## src/rtl/pll_lock_ctrl.sv

```systemverilog
`timescale 1ns/1ps
// pll_lock_ctrl: PLL supervisor clocked by the free-running reference clkin.
// Generates the PLL RST power-up pulse, synchronises the raw LOCK pin,
// qualifies lock over a stable window, counts lock losses, and handles
// lock timeout. Optional feature macro: PLL_LOCK_RETRY_EN (timeout retries
// the PLL instead of parking in FAIL).
module pll_lock_ctrl #(
  parameter int SYNC_STAGES  = 2,
  parameter int RST_CYCLES   = 16,
  parameter int LOCK_STABLE  = 256,
  parameter int LOCK_TIMEOUT = 65536,
  parameter int CNT_W        = 8
) (
  input  logic             clkin,
  input  logic             reset,
  input  logic             locked,
  output logic             pll_rst,
  output logic             clklocked,
  output logic             pll_fail,
  output logic [2:0]       state,
  output logic [CNT_W-1:0] lost_cnt,
  output logic [CNT_W-1:0] retry_cnt
);

  // Shared phase counter is sized to hold the largest limit of any state.
  localparam int MAX_RS  = (RST_CYCLES > LOCK_STABLE) ? RST_CYCLES : LOCK_STABLE;
  localparam int MAX_ALL = (MAX_RS > LOCK_TIMEOUT) ? MAX_RS : LOCK_TIMEOUT;
  localparam int CW      = $clog2(MAX_ALL) + 1;

  localparam logic [CW-1:0]    RST_LAST     = CW'(RST_CYCLES - 1);
  localparam logic [CW-1:0]    STABLE_LAST  = CW'(LOCK_STABLE - 1);
  localparam logic [CW-1:0]    TIMEOUT_LAST = CW'(LOCK_TIMEOUT - 1);
  localparam logic [CNT_W-1:0] EVT_MAX      = '1;

  typedef enum logic [2:0] {
    ST_RST    = 3'd0,
    ST_WAIT   = 3'd1,
    ST_STABLE = 3'd2,
    ST_LOCKED = 3'd3,
    ST_FAIL   = 3'd4
  } state_e;

  state_e                 state_q, state_d;
  logic [CW-1:0]          cnt_q, cnt_d;
  logic [SYNC_STAGES-1:0] sync_q, sync_d;
  logic                   lock_s;
  logic                   pll_rst_q, pll_rst_d;
  logic                   clklocked_q, clklocked_d;
  logic                   pll_fail_q, pll_fail_d;
  logic [CNT_W-1:0]       lost_q, lost_d;
`ifdef PLL_LOCK_RETRY_EN
  logic [CNT_W-1:0]       retry_q, retry_d;
`endif

  // Shift raw lock into the synchroniser chain; the last stage is lock_s.
  always_comb begin
    sync_d = {sync_q[SYNC_STAGES-2:0], locked};
    lock_s = sync_q[SYNC_STAGES-1];
  end

  // Next-state, shared counter, event counters and registered outputs.
  always_comb begin
    // NOTE: every signal gets a default before the case so no path leaves it
    // unassigned; an unassigned path in combinational logic infers a latch.
    state_d = state_q;
    cnt_d   = cnt_q + CW'(1);
    lost_d  = lost_q;
`ifdef PLL_LOCK_RETRY_EN
    retry_d = retry_q;
`endif

    case (state_q)
      ST_RST: begin
        if (cnt_q == RST_LAST) state_d = ST_WAIT;
      end
      ST_WAIT: begin
        // Lock has priority over a timeout landing on the same edge.
        if (lock_s) begin
          state_d = ST_STABLE;
        end else if (cnt_q == TIMEOUT_LAST) begin
`ifdef PLL_LOCK_RETRY_EN
          state_d = ST_RST;
          if (retry_q != EVT_MAX) retry_d = retry_q + CNT_W'(1);
`else
          state_d = ST_FAIL;
`endif
        end
      end
      ST_STABLE: begin
        // A drop before qualification is a glitch, not a counted loss.
        if (!lock_s) begin
          state_d = ST_WAIT;
        end else if (cnt_q == STABLE_LAST) begin
          state_d = ST_LOCKED;
        end
      end
      ST_LOCKED: begin
        // Unbounded dwell: hold the counter so it never wraps.
        cnt_d = cnt_q;
        if (!lock_s) begin
          state_d = ST_WAIT;
          if (lost_q != EVT_MAX) lost_d = lost_q + CNT_W'(1);
        end
      end
      ST_FAIL: begin
        cnt_d = cnt_q;
      end
      default: begin
        state_d = ST_RST;
      end
    endcase

    if (state_d != state_q) cnt_d = '0;

    // Outputs are registered from the next state so they line up with state_q.
    pll_rst_d   = (state_d == ST_RST);
    clklocked_d = (state_d == ST_LOCKED);
    pll_fail_d  = (state_d == ST_FAIL);
  end

  // State, counter, synchroniser and output registers; asynchronous reset.
  always_ff @(posedge clkin or posedge reset) begin
    if (reset) begin
      state_q     <= ST_RST;
      cnt_q       <= '0;
      sync_q      <= '0;
      pll_rst_q   <= 1'b1;
      clklocked_q <= 1'b0;
      pll_fail_q  <= 1'b0;
      lost_q      <= '0;
    end else begin
      // NOTE: non-blocking assignments so every flop samples pre-edge values.
      state_q     <= state_d;
      cnt_q       <= cnt_d;
      sync_q      <= sync_d;
      pll_rst_q   <= pll_rst_d;
      clklocked_q <= clklocked_d;
      pll_fail_q  <= pll_fail_d;
      lost_q      <= lost_d;
    end
  end

`ifdef PLL_LOCK_RETRY_EN
  // Saturating retry counter, only present when retry is enabled.
  always_ff @(posedge clkin or posedge reset) begin
    if (reset) retry_q <= '0;
    else       retry_q <= retry_d;
  end

  assign retry_cnt = retry_q;
`else
  assign retry_cnt = '0;
`endif

  assign state     = state_q;
  assign pll_rst   = pll_rst_q;
  assign clklocked = clklocked_q;
  assign pll_fail  = pll_fail_q;
  assign lost_cnt  = lost_q;

endmodule

```

## config.mk

```make
export PLATFORM = sky130hd
export DESIGN_NAME = pll_lock_ctrl
export DESIGN_NICKNAME = d
export VERILOG_FILES = /design/src/rtl/pll_lock_ctrl.sv
export SDC_FILE = /design/constraint.sdc
export NUM_CORES = 1
export LEC_CHECK = 0
export BUFFER_PORTS_ARGS = -buffer_cell sky130_fd_sc_hd__buf_2
export CAP_MARGIN = 10
export CORE_ASPECT_RATIO = 1.4
export CORE_MARGIN = 2
export CORE_UTILIZATION = 35
export DETAILED_ROUTE_END_ITERATION = 10
export SLEW_MARGIN = 15
export SYNTH_ARGS = -nofsm -noshare
export SYNTH_HDL_FRONTEND = slang
export SYNTH_SLANG_ARGS = --single-unit
```

## constraint.sdc

```tcl
create_clock -name clkin -period 2.8 [get_ports clkin]
set_input_delay 0.28 -clock clkin [delete_from_list [all_inputs] [get_ports clkin]]
set_output_delay 0.28 -clock clkin [all_outputs]
set_load 0.05 [all_outputs]
```

==> run_results.csv <==
group,metric,value,unit
status,outcome,"finished clean",
run,cap_violations,0,
route,post_drt_via_cell_ratio,5.269,
place,gp_congestion,0.7689,
power,ir_drop,0.4475,mV
sta,fin_crit,2.153,ns
cts,clkSlewWorstSetupHoldPaths,0.07,ns
synthesis,synth_cell_types,41,
sta,tns,0,ns
cts,cts_tree,"yes",
setup_path,slowest_stage,"dfrtp_1",
cts,clock_sinks,33,
setup_path,r2r-start,"cnt_q[8]",
floorplan,die_y,87.89,microns
setup_path,worst_setup_path_end_kind,"flop",
sta,clock-skew-final,0.005294,ns
synthesis,ys_seq_elements,33,
cts,clock_path_buffers,2,
route,drt_iter0_markers,38,
cts,cts_buffers,5,
place,dp_hpwl,2540,microns
cts,htreeDepth,2,
global_route,grt_max_degree,34,
global_route,grt_pass1_vias,1317,
route,drc,0,
route,firstDrtPassIters,4,
route,wl_met2,1841,microns
synthesis,synthFlopType,"dfrtp_1",
sta,fin_crit_sh,76.90,%
sta,setup_violations,0,
route,antenna_left,0,
sta,maxSlewViolCount,0,
cts,cts_root_buf,"clkbuf_8",
layout,drive_gt1_share,18.00,%
floorplan,die_x,63.92,microns
global_route,antenna_found_initial,0,
synthesis,synth_cells,179,
route,wl_met1,1523,microns
cts,post_cts_buffers,0,
sta,max_freq,464.4,MHz
synthesis,yosysWarnings,0,
route,dr_total_vias,1391,
power,p_leak,0.9017,nW
route,drt-wirelength-per-cell,13.50,microns
setup_path,worstSetupPathType,"reg2reg",
layout,diodes,0,
route,wl,3563,microns
layout,n_fill_cell,484,
setup_path,slowest_delay,0.45,ns
min_path,holdCritPathClass,"in2async",
place,io_buffers,16,
setup_path,reg2reg_to,"cnt_q[16]",
route,highest_layer,"met4",
floorplan,row_count,30,
cts,clkLatencyLatePin,0.29,ns
route,dr_wl_met3,142,microns
synthesis,async_flop_share,100.0,%
layout,layout.nets,205,
setup_path,cp_num_buf_inv,1,
floorplan,num_io_pins,25,
layout,syn2layout_area_growth,12.16,%
setup_path,worst-path-max-fanout,9,
setup_path,critPathTopFamily,"simple AND/OR/NAND/NOR gates",
setup_path,worstRegToRegCells,9,
layout,final_common_cell,"dfrtp_1",
sta,rsz0062_at_grt,"false",
power,powerDensity,751.7,nW/um^2
synthesis,syn_area,1759,sq um
floorplan,core,4842,sq um
setup_path,crit_arrival,2.35,ns
global_route,gr-usage-all-layers,13.86,%
setup_path,critPathLaunchType,"flop",
cts,hold_buffers,0,
global_route,grt_pass1_wl,6175,microns
place,dpl_cell_area,1887,sq um
synthesis,synth_edf_count,0,
synthesis,synth_area_per_cell,9.828,sq um
global_route,grt-ovfl-total,0,
synthesis,ys_seq_area_share,47.01,%
layout,final_area,1973,sq um
setup_path,rrSetupSlack,0.65,ns
floorplan,initial_core_util,36.33,%
cts,cts_resized,0,
setup_path,cp_cell_sequence,"and4_1 -> nand4_1 -> nor4_1 -> ha_1 -> nor3_1 -> a21oi_1 -> or3_1 -> buf_4 -> a221oi_1",
floorplan,dieArea,5618,sq um
setup_path,required,2.99,ns
layout,final_cell_mix,"dfrtp_1, buf_2, nor2_1",
sta,hold_violations,0,
state kept, by name (all words and copies together) (netlist names):
name       cells
clklocked      1
cnt_q         17
lost_cnt       8
pll_fail       1
pll_rst        1
state          3
sync_q         2
per-layer routing:
metal / up-vias / global-route usage, %
li1: 677 / -
met1: 677 / 16.46
met2: 31 / 23.77
met3: 6 / 3.213
met4: 0 / 6.324
met5: - / 0
cells in the mapped netlist (3+ instances only):
master	count	share of area (%)
a22oi_1	10	4.3
inv_1	7	1.5
and4_1	3	1.5
xnor2_1	6	3.0
nand2_1	7	1.5
ha_1	3	2.1
or3_1	8	2.8
nand3_1	7	2.0
o31ai_1	3	1.3
or4_1	3	1.3
nor4_1	5	1.8
nor3_1	4	1.1
buf_4	8	3.4
dfrtp_1	32	46
a21oi_1	11	3.1
nor2_1	12	2.6
o21ai_0	7	2.0
clkbuf_1	4	0.85
xor2_1	7	3.5
nand4_1	7	2.5
report_power, final:
group	total [mW]	internal, mW	switching [mW]	leakage [nW]
Clock	0.358	0.171	0.187	0.0439
Combinational	0.478	0.152	0.326	0.415
Sequential	0.647	0.553	0.0938	0.443
Total	1.48	0.876	0.607	0.902
layout make-up:
| cell class | instances | area (sq um) | share of cell area (%) |
|---|---|---|---|
| multi-input cells | 131 | 835.8 | 42.36 |
| flip-flops and latches | 33 | 827.0 | 41.92 |
| repair buffers | 21 | 117.6 | 5.961 |
| well taps | 64 | 80.08 | 4.058 |
| clock buffers | 5 | 68.82 | 3.488 |
| inverters | 7 | 26.28 | 1.332 |
| clock inverters | 3 | 17.52 | 0.8878 |
cell families after synthesis:
kind of cell | after synthesis | share of synthesized area, %
AND/OR/NAND/NOR | 68 | 22.83
other | 1 | 0.2132
adder cells (fa/ha/maj) | 3 | 2.134
XOR/XNOR | 13 | 6.472
flip-flops | 33 | 47.01
multiplexers | 2 | 1.209
buffers and inverters | 22 | 6.970
AO/OA/AOI/OAI | 37 | 13.16
worst max path at each step:
stage | startpoint | to | slack (ns) | depth (start not counted)
final | cnt_q[8] | cnt_q[16] | 0.65 | 9
after global routing | cnt_q[8] | cnt_q[16] | 0.48 | 9
after CTS | cnt_q[8] | cnt_q[16] | 0.65 | 9
after detailed placement | cnt_q[8] | cnt_q[16] | 0.67 | 9
after global placement | cnt_q[8] | cnt_q[16] | 0.68 | 9
after floorplan | cnt_q[8] | cnt_q[7] | 0.57 | 10
worst min-delay path: stages:
cell and delay, ns:
buf_2 0.10, inv_1 0.04, buf_4 0.37
metrics by stage:
stage | instances | util, % | hold WS, ns | setup WS [ns] | power, mW
finish | 264 | 40.75 | 0.07439 | 0.6468 | 1.483
CTS | 264 | 40.75 | 0.08182 | 0.6456 | 1.499
floorplan | 186 | - | 0.3114 | 0.5675 | 1.022
detailed placement | 256 | 38.97 | 0.3389 | 0.6684 | 1.137
global placement | 256 | 38.97 | 0.3377 | 0.6834 | 1.132
global route | 264 | 40.75 | 0.07775 | 0.4777 | 1.572
Note: power is estimated with default switching activity, not from simulation.
